File: config.mk
export PLATFORM = sky130hd
export DESIGN_NAME = voice_alloc
export DESIGN_NICKNAME = d
export VERILOG_FILES = /design/src/rtl/voice_alloc.sv
export SDC_FILE = /design/constraint.sdc
export NUM_CORES = 1
export LEC_CHECK = 0
export ABC_CLOCK_PERIOD_IN_PS = 4900
export BUFFER_PORTS_ARGS = -buffer_cell sky130_fd_sc_hd__buf_2
export CORE_UTILIZATION = 35
export DETAILED_ROUTE_END_ITERATION = 12
export GPL_ROUTABILITY_DRIVEN = 0
export PLACE_DENSITY = 0.51
export SLEW_MARGIN = 20
export SYNTH_ARGS = -nofsm -noshare
export SYNTH_HDL_FRONTEND = slang
export SYNTH_SLANG_ARGS = --single-unit
export TNS_END_PERCENT = 10
File: constraint.sdc
create_clock -name i_clk -period 4.9 [get_ports i_clk]
set_input_delay 0.49 -clock i_clk [delete_from_list [all_inputs] [get_ports i_clk]]
set_output_delay 0.49 -clock i_clk [all_outputs]
set_load 0.005 [all_outputs]
File: src/rtl/voice_alloc.sv
// Polyphonic voice allocator. Turns NOTE_ON / NOTE_OFF strobes into per-voice
// note, velocity, gate and retrigger pulse. Allocation priority is:
// same-note retrigger, then lowest free voice, then steal the oldest voice.
//
// Ports:
//   i_clk         system clock
//   i_rst_n       synchronous active-low reset
//   i_note_on     one-cycle NOTE_ON strobe
//   i_note_off    one-cycle NOTE_OFF strobe
//   i_note        MIDI note, valid with a strobe
//   i_velocity    MIDI velocity, valid with a strobe
//   i_all_off     level; clears every gate at each edge it is high
//   o_voice_note  packed per-voice note, voice i at [7i+6:7i]
//   o_voice_vel   packed per-voice velocity, same layout
//   o_voice_gate  gate per voice
//   o_voice_trig  one-cycle retrigger pulse per voice
//   o_steal       one-cycle pulse: last allocation stole a voice
//   o_last_voice  index of the most recently assigned voice
//   o_busy        high while a command is in flight
//   o_dropped     one-cycle pulse: a strobe was ignored
module voice_alloc #(
  parameter int unsigned VOICES = 4,
  parameter int unsigned AGE_W  = 4
) (
  input  logic                  i_clk,
  input  logic                  i_rst_n,
  input  logic                  i_note_on,
  input  logic                  i_note_off,
  input  logic [6:0]            i_note,
  input  logic [6:0]            i_velocity,
  input  logic                  i_all_off,
  output logic [7*VOICES-1:0]   o_voice_note,
  output logic [7*VOICES-1:0]   o_voice_vel,
  output logic [VOICES-1:0]     o_voice_gate,
  output logic [VOICES-1:0]     o_voice_trig,
  output logic                  o_steal,
  output logic [2:0]            o_last_voice,
  output logic                  o_busy,
  output logic                  o_dropped
);

  typedef enum logic [1:0] {StIdle, StCalc, StApply} state_e;
  typedef enum logic [2:0] {ModeNone, ModeRetrig, ModeFree, ModeSteal, ModeRelease} mode_e;

  state_e              r_state, w_state_next;
  mode_e               r_mode;
  logic                r_cmd_on;
  logic [6:0]          r_note;
  logic [6:0]          r_vel;
  logic [2:0]          r_target;
  logic [VOICES-1:0]   r_rel_mask;
  logic [AGE_W-1:0]    r_age [VOICES];
  logic [7*VOICES-1:0] r_voice_note;
  logic [7*VOICES-1:0] r_voice_vel;
  logic [VOICES-1:0]   r_gate;
  logic [VOICES-1:0]   r_trig;
  logic                r_steal;
  logic [2:0]          r_last_voice;
  logic                r_dropped;

  logic                w_strobe;
  logic                w_dropped;
  logic [VOICES-1:0]   w_match;
  logic                w_retrig_hit;
  logic [2:0]          w_retrig_idx;
  logic                w_free_hit;
  logic [2:0]          w_free_idx;
  logic [2:0]          w_old_idx;
  logic [AGE_W-1:0]    w_old_age;

  // State register
  always_ff @(posedge i_clk) begin
    if (!i_rst_n) begin
      r_state <= StIdle;
    end else begin
      r_state <= w_state_next;
    end
  end

  // Next-state logic
  always_comb begin
    w_state_next = r_state;
    unique case (r_state)
      StIdle:  if (w_strobe) w_state_next = StCalc;
      StCalc:  w_state_next = StApply;
      StApply: w_state_next = StIdle;
      default: w_state_next = StIdle;
    endcase
  end

  // FSM outputs
  always_comb begin
    o_busy = (r_state != StIdle);
  end

  assign w_strobe = i_note_on | i_note_off;
  // Ignored strobe while busy, or a simultaneous on/off pair where off loses.
  assign w_dropped = ((r_state != StIdle) && w_strobe) ||
                     ((r_state == StIdle) && i_note_on && i_note_off);

  // Target search over the current voice pool. Loops scan downward so the
  // lowest matching index is the one left standing.
  always_comb begin
    w_match      = '0;
    w_retrig_hit = 1'b0;
    w_retrig_idx = '0;
    w_free_hit   = 1'b0;
    w_free_idx   = '0;
    w_old_idx    = '0;
    w_old_age    = r_age[0];
    for (int i = 0; i < VOICES; i++) begin
      w_match[i] = r_gate[i] && (r_voice_note[7*i +: 7] == r_note);
    end
    for (int i = VOICES - 1; i >= 0; i--) begin
      if (w_match[i]) begin
        w_retrig_hit = 1'b1;
        w_retrig_idx = 3'(i);
      end
      if (!r_gate[i]) begin
        w_free_hit = 1'b1;
        w_free_idx = 3'(i);
      end
    end
    // Strict compare keeps the lowest index on ties.
    for (int i = 1; i < VOICES; i++) begin
      if (r_age[i] > w_old_age) begin
        w_old_age = r_age[i];
        w_old_idx = 3'(i);
      end
    end
  end

  // Command latch, target calculation and voice register updates
  always_ff @(posedge i_clk) begin
    if (!i_rst_n) begin
      r_mode       <= ModeNone;
      r_cmd_on     <= 1'b0;
      r_note       <= '0;
      r_vel        <= '0;
      r_target     <= '0;
      r_rel_mask   <= '0;
      r_voice_note <= '0;
      r_voice_vel  <= '0;
      r_gate       <= '0;
      r_trig       <= '0;
      r_steal      <= 1'b0;
      r_last_voice <= '0;
      r_dropped    <= 1'b0;
      for (int i = 0; i < VOICES; i++) begin
        r_age[i] <= '0;
      end
    end else begin
      r_trig    <= '0;
      r_steal   <= 1'b0;
      r_dropped <= w_dropped;
      unique case (r_state)
        StIdle: begin
          if (w_strobe) begin
            // Zero-velocity note_on is a note_off.
            r_cmd_on <= i_note_on && (i_velocity != 7'd0);
            r_note   <= i_note;
            r_vel    <= i_velocity;
          end
        end
        StCalc: begin
          r_rel_mask <= w_match;
          if (r_cmd_on) begin
            if (w_retrig_hit) begin
              r_mode   <= ModeRetrig;
              r_target <= w_retrig_idx;
            end else if (w_free_hit) begin
              r_mode   <= ModeFree;
              r_target <= w_free_idx;
            end else begin
              r_mode   <= ModeSteal;
              r_target <= w_old_idx;
            end
          end else begin
            r_mode <= (w_match != '0) ? ModeRelease : ModeNone;
          end
        end
        StApply: begin
          if (r_mode == ModeRetrig || r_mode == ModeFree || r_mode == ModeSteal) begin
            for (int i = 0; i < VOICES; i++) begin
              if (3'(i) == r_target) begin
                r_voice_note[7*i +: 7] <= r_note;
                r_voice_vel[7*i +: 7]  <= r_vel;
                r_gate[i]              <= 1'b1;
                r_trig[i]              <= 1'b1;
                r_age[i]               <= '0;
              end else if (r_age[i] != '1) begin
                r_age[i] <= r_age[i] + 1'b1;
              end
            end
            r_last_voice <= r_target;
            r_steal      <= (r_mode == ModeSteal);
          end else if (r_mode == ModeRelease) begin
            r_gate <= r_gate & ~r_rel_mask;
          end
        end
        default: ;
      endcase
      // Last assignment wins over any APPLY gate write above.
      if (i_all_off) begin
        r_gate <= '0;
      end
    end
  end

  assign o_voice_note = r_voice_note;
  assign o_voice_vel  = r_voice_vel;
  assign o_voice_gate = r_gate;
  assign o_voice_trig = r_trig;
  assign o_steal      = r_steal;
  assign o_last_voice = r_last_voice;
  assign o_dropped    = r_dropped;

endmodule
==> results.json <==
{
  "status": "finished, final reports clean",
  "regToRegStartpoint": "r_age[1][3]",
  "post_synth_inst_count": 555,
  "worst-slew-pin-transition_ns": 1.02,
  "synthMostInstantiatedCell": "sky130_fd_sc_hd__nand2_1",
  "i_o_pin_count": 89,
  "overall_routing_resource_usage_pct": 19.2,
  "grt_pass1_wl_um": 21100,
  "worst_clock_skew_ns": 0.00847,
  "synth_async_sr_flop_share_pct": 0,
  "drt_iter0_markers": 182,
  "layoutNonFillerInstCount": 811,
  "clock.fmax_mhz": 232,
  "crit_path_launch": "r_age[1][3]",
  "synth_largest_area_cell": "sky130_fd_sc_hd__dfxtp_1",
  "critical_path.endpoint_type": "flip-flop",
  "ys_seq_elements": 110,
  "post-synth-top-area-fraction_pct": 38.8,
  "layout.filler_cells": 1369,
  "final_hold_viols": 0,
  "rsz0062_at_grt": "false",
  "power.net_switching_w": 0.000448,
  "synthDistinctLibCells": 48,
  "power.clock.fraction_pct": 38.5,
  "critical_path.startpoint_type": "flip-flop",
  "synth-seq-area-share_pct": 48.7,
  "clk_root_buffer_cell": "sky130_fd_sc_hd__clkbuf_16",
  "tritoncts": "yes",
  "power_per_cell_area_nw_per_um2": 316,
  "worstPathArrival_ns": 4.50,
  "finalSetupTns_ns": 0,
  "comb_power_share_pct": 7.6,
  "ys_flop_type": "sky130_fd_sc_hd__dfxtp_1",
  "core_area_um2": 13400,
  "power.sequential.fraction_pct": 53.8,
  "dpl_worst_slack_ns": 0.621,
  "post-dp-hpwl_um": 9180,
  "ctsLongestPathBuffers": 2,
  "totalWireLength_um": 13000,
  "largest_cells_by_area_after_synthesis": "sky130_fd_sc_hd__dfxtp_1 (39%), sky130_fd_sc_hd__nand2_1 (10%), sky130_fd_sc_hd__edfxtp_1 (9.9%), sky130_fd_sc_hd__a21oi_1 (7.3%), sky130_fd_sc_hd__ha_1 (4.1%)",
  "drv.max_cap_violation_count": 0,
  "leakagePower_nw": 2.39,
  "post_synthesis_mean_instance_area_um2": 8.74,
  "yosys_warnings": 0,
  "antenna_cells": 0,
  "grt_start_max_net_pins": 72,
  "slew-limit-headroom_pct": 31.6,
  "timing_max_transition_violations_final": 0,
  "p_int_w": 0.00135,
  "cts_sinks": 110,
  "crit_required_ns": 5.10,
  "clk_latency_ns": 0.35,
  "syn_area_um2": 4850,
  "post_synth_most_frequent_cells": "sky130_fd_sc_hd__nand2_1 (132), sky130_fd_sc_hd__dfxtp_1 (94), sky130_fd_sc_hd__a21oi_1 (71), sky130_fd_sc_hd__nor2_1 (40), sky130_fd_sc_hd__xor2_1 (21)",
  "ctsResizeCount": 0,
  "first_global_vias": 3917,
  "placed_cells": 795,
  "cts-hold-fix-buffers": 0,
  "drt_drc_violations_left": 0,
  "regArea_um2": 2360,
  "core.rowCount": 42,
  "vias": 4046,
  "finalCoreUtilization_pct": 42.4,
  "dr.pass1.iters": 4,
  "layout-drive-gt1-share_pct": 19.1,
  "initial_core_util_pct": 36.2,
  "design.final.nets": 665,
  "post_drt_wl_per_cell_um": 16.1,
  "via_per_inst": 4.99,
  "mappedNetlistNets": 590,
  "numPortBuffers": 87,
  "total_power_w": 0.00180,
  "floorplan.die_area_um2": 14300,
  "setup-violations-final": 0,
  "post-cts-setup-buffer-count": 0,
  "timing.setup.critical_path_class": "reg -> reg",
  "route.antenna.remaining_nets": 0,
  "syn2layout_area_growth_pct": 17.0,
  "switching_share_pct": 24.9,
  "min_period_over_period_pct": 87.8,
  "fin_crit_ns": 4.30,
  "initial_antenna_violation_count": 0,
  "postLayoutSetupSlackWorst_ns": 0.599,
  "multi_input_comb_area_um2": 2260,
  "h-tree-depth": 3,
  "min_from": "i_note[6]",
  "vertical_extent_of_the_die_um": 120,
  "chipWidth_um": 120,
  "synth-edff-count": 16,
  "crit_fanout": 6,
  "irDropWorstVdd_mv": 0.238,
  "cts-buffers-inserted": 9,
  "min_path_type": "in -> reg",
  "cts.clk_slew.worst_paths_ns": 0.07,
  "grt-ovfl-total": 0
}
[layout by cell type, fill, tap and decap left out, types with 2 or more instances in the layout]
| cell | count |
|---|---|
| sky130_fd_sc_hd__nor4bb_1 | 2 |
| sky130_fd_sc_hd__edfxtp_1 | 16 |
| sky130_fd_sc_hd__and2_1 | 3 |
| sky130_fd_sc_hd__inv_1 | 18 |
| sky130_fd_sc_hd__mux2_2 | 5 |
| sky130_fd_sc_hd__clkbuf_16 | 9 |
| sky130_fd_sc_hd__clkinv_2 | 2 |
| sky130_fd_sc_hd__ha_1 | 16 |
| sky130_fd_sc_hd__a21oi_1 | 71 |
| sky130_fd_sc_hd__a311o_1 | 3 |
| sky130_fd_sc_hd__nor3b_1 | 2 |
| sky130_fd_sc_hd__nor2_1 | 40 |
| sky130_fd_sc_hd__o21ai_0 | 6 |
| sky130_fd_sc_hd__mux2i_1 | 5 |
| sky130_fd_sc_hd__nor2b_1 | 5 |
| sky130_fd_sc_hd__dfxtp_1 | 94 |
| sky130_fd_sc_hd__xor2_1 | 21 |
| sky130_fd_sc_hd__a211oi_1 | 2 |
| sky130_fd_sc_hd__a31oi_1 | 3 |
| sky130_fd_sc_hd__nand2b_1 | 3 |
| sky130_fd_sc_hd__nand2_1 | 132 |
| sky130_fd_sc_hd__and2_0 | 3 |
| sky130_fd_sc_hd__clkinv_4 | 2 |
| sky130_fd_sc_hd__nand4_1 | 8 |
| sky130_fd_sc_hd__buf_4 | 7 |
| sky130_fd_sc_hd__a22o_1 | 14 |
| sky130_fd_sc_hd__nor4_1 | 5 |
| sky130_fd_sc_hd__xnor2_1 | 15 |
| sky130_fd_sc_hd__nand3_1 | 10 |
| sky130_fd_sc_hd__buf_2 | 87 |
| sky130_fd_sc_hd__nor3_1 | 6 |
[per-stage QoR]
| stage | hold slack [ns] | instance area (µm²) |
|---|---|---|
| floorplan | 0.432 | 4850 |
| global placement | 0.443 | 5400 |
| detailed placement | 0.447 | 5400 |
| CTS | 0.358 | 5670 |
| global route | 0.359 | 5680 |
| finish | 0.374 | 5680 |
[per-layer routing]
metal,GRT usage (%),routed length [µm],vias up
met5,0,0,-
met4,6.25,210,0
met3,5.32,855,13
met2,30.5,5920,107
met1,25.3,6030,1899
li1,-,-,2027
[flip-flops by register name, summed over array words and instances (netlist names)]
name,cells
o_voice_note,28
o_voice_vel,28
r_age,16
r_note,7
r_vel,7
o_voice_gate,4
o_voice_trig,4
r_rel_mask,4
r_mode,3
o_last_voice,2
r_state,2
r_target,2
o_dropped,1
o_steal,1
r_cmd_on,1
[cell families after synthesis]
group	synth area share [%]
compound gates	13.5
xor+xnor	6.50
fa+ha+maj	4.33
buf+inv	4.82
flops	48.7
mux	2.19
other cells	0.0773
simple gates	19.9
[critical path, stage by stage (launching register included)]
cell and delay [ns]:
sky130_fd_sc_hd__edfxtp_1 0.47, sky130_fd_sc_hd__ha_1 0.37, sky130_fd_sc_hd__nand2_1 0.06, sky130_fd_sc_hd__o21ai_0 0.17, sky130_fd_sc_hd__and2_1 0.28, sky130_fd_sc_hd__mux2_2 0.38
sky130_fd_sc_hd__ha_1 0.28, sky130_fd_sc_hd__and4_1 0.20, sky130_fd_sc_hd__a21oi_1 0.11, sky130_fd_sc_hd__buf_4 0.16, sky130_fd_sc_hd__mux2_2 0.33, sky130_fd_sc_hd__ha_1 0.28
sky130_fd_sc_hd__nor2b_1 0.13, sky130_fd_sc_hd__o21ai_0 0.13, sky130_fd_sc_hd__a21oi_1 0.10, sky130_fd_sc_hd__o311a_1 0.34, sky130_fd_sc_hd__nor4bb_1 0.26, sky130_fd_sc_hd__a2111oi_0 0.10
[path summary, 6_finish.rpt]
path	cells past startpoint	slack, ns	endpoint
setup / recovery	17	0.60	r_target[1]
hold / removal	3	0.37	r_note[6]
setup reg to reg	17	0.60	r_target[1]
hold reg to reg	2	0.45	o_voice_vel[20]
[power groups by stage]
stage	sequential [W]	clock, W	combinational [W]
3_3_place_gp	0.000987	0	0.000133
2_1_floorplan	0.000965	0	0.000119
6_report	0.000968	0.000692	0.000137
4_1_cts	0.000967	0.000716	0.000138
5_1_grt	0.000971	0.000754	0.000157
3_5_place_dp	0.000989	0	0.000137
[final cells by class]
cell class | instances | area share [%]
sequential | 110 | 41.6
tap | 176 | 3.88
inverter | 19 | 1.26
timing repair buffer | 94 | 8.59
multi-input combinational | 396 | 39.8
clock inverter | 5 | 0.595
clock buffer | 11 | 4.28
Note: power is estimated with default switching activity, not from simulation.
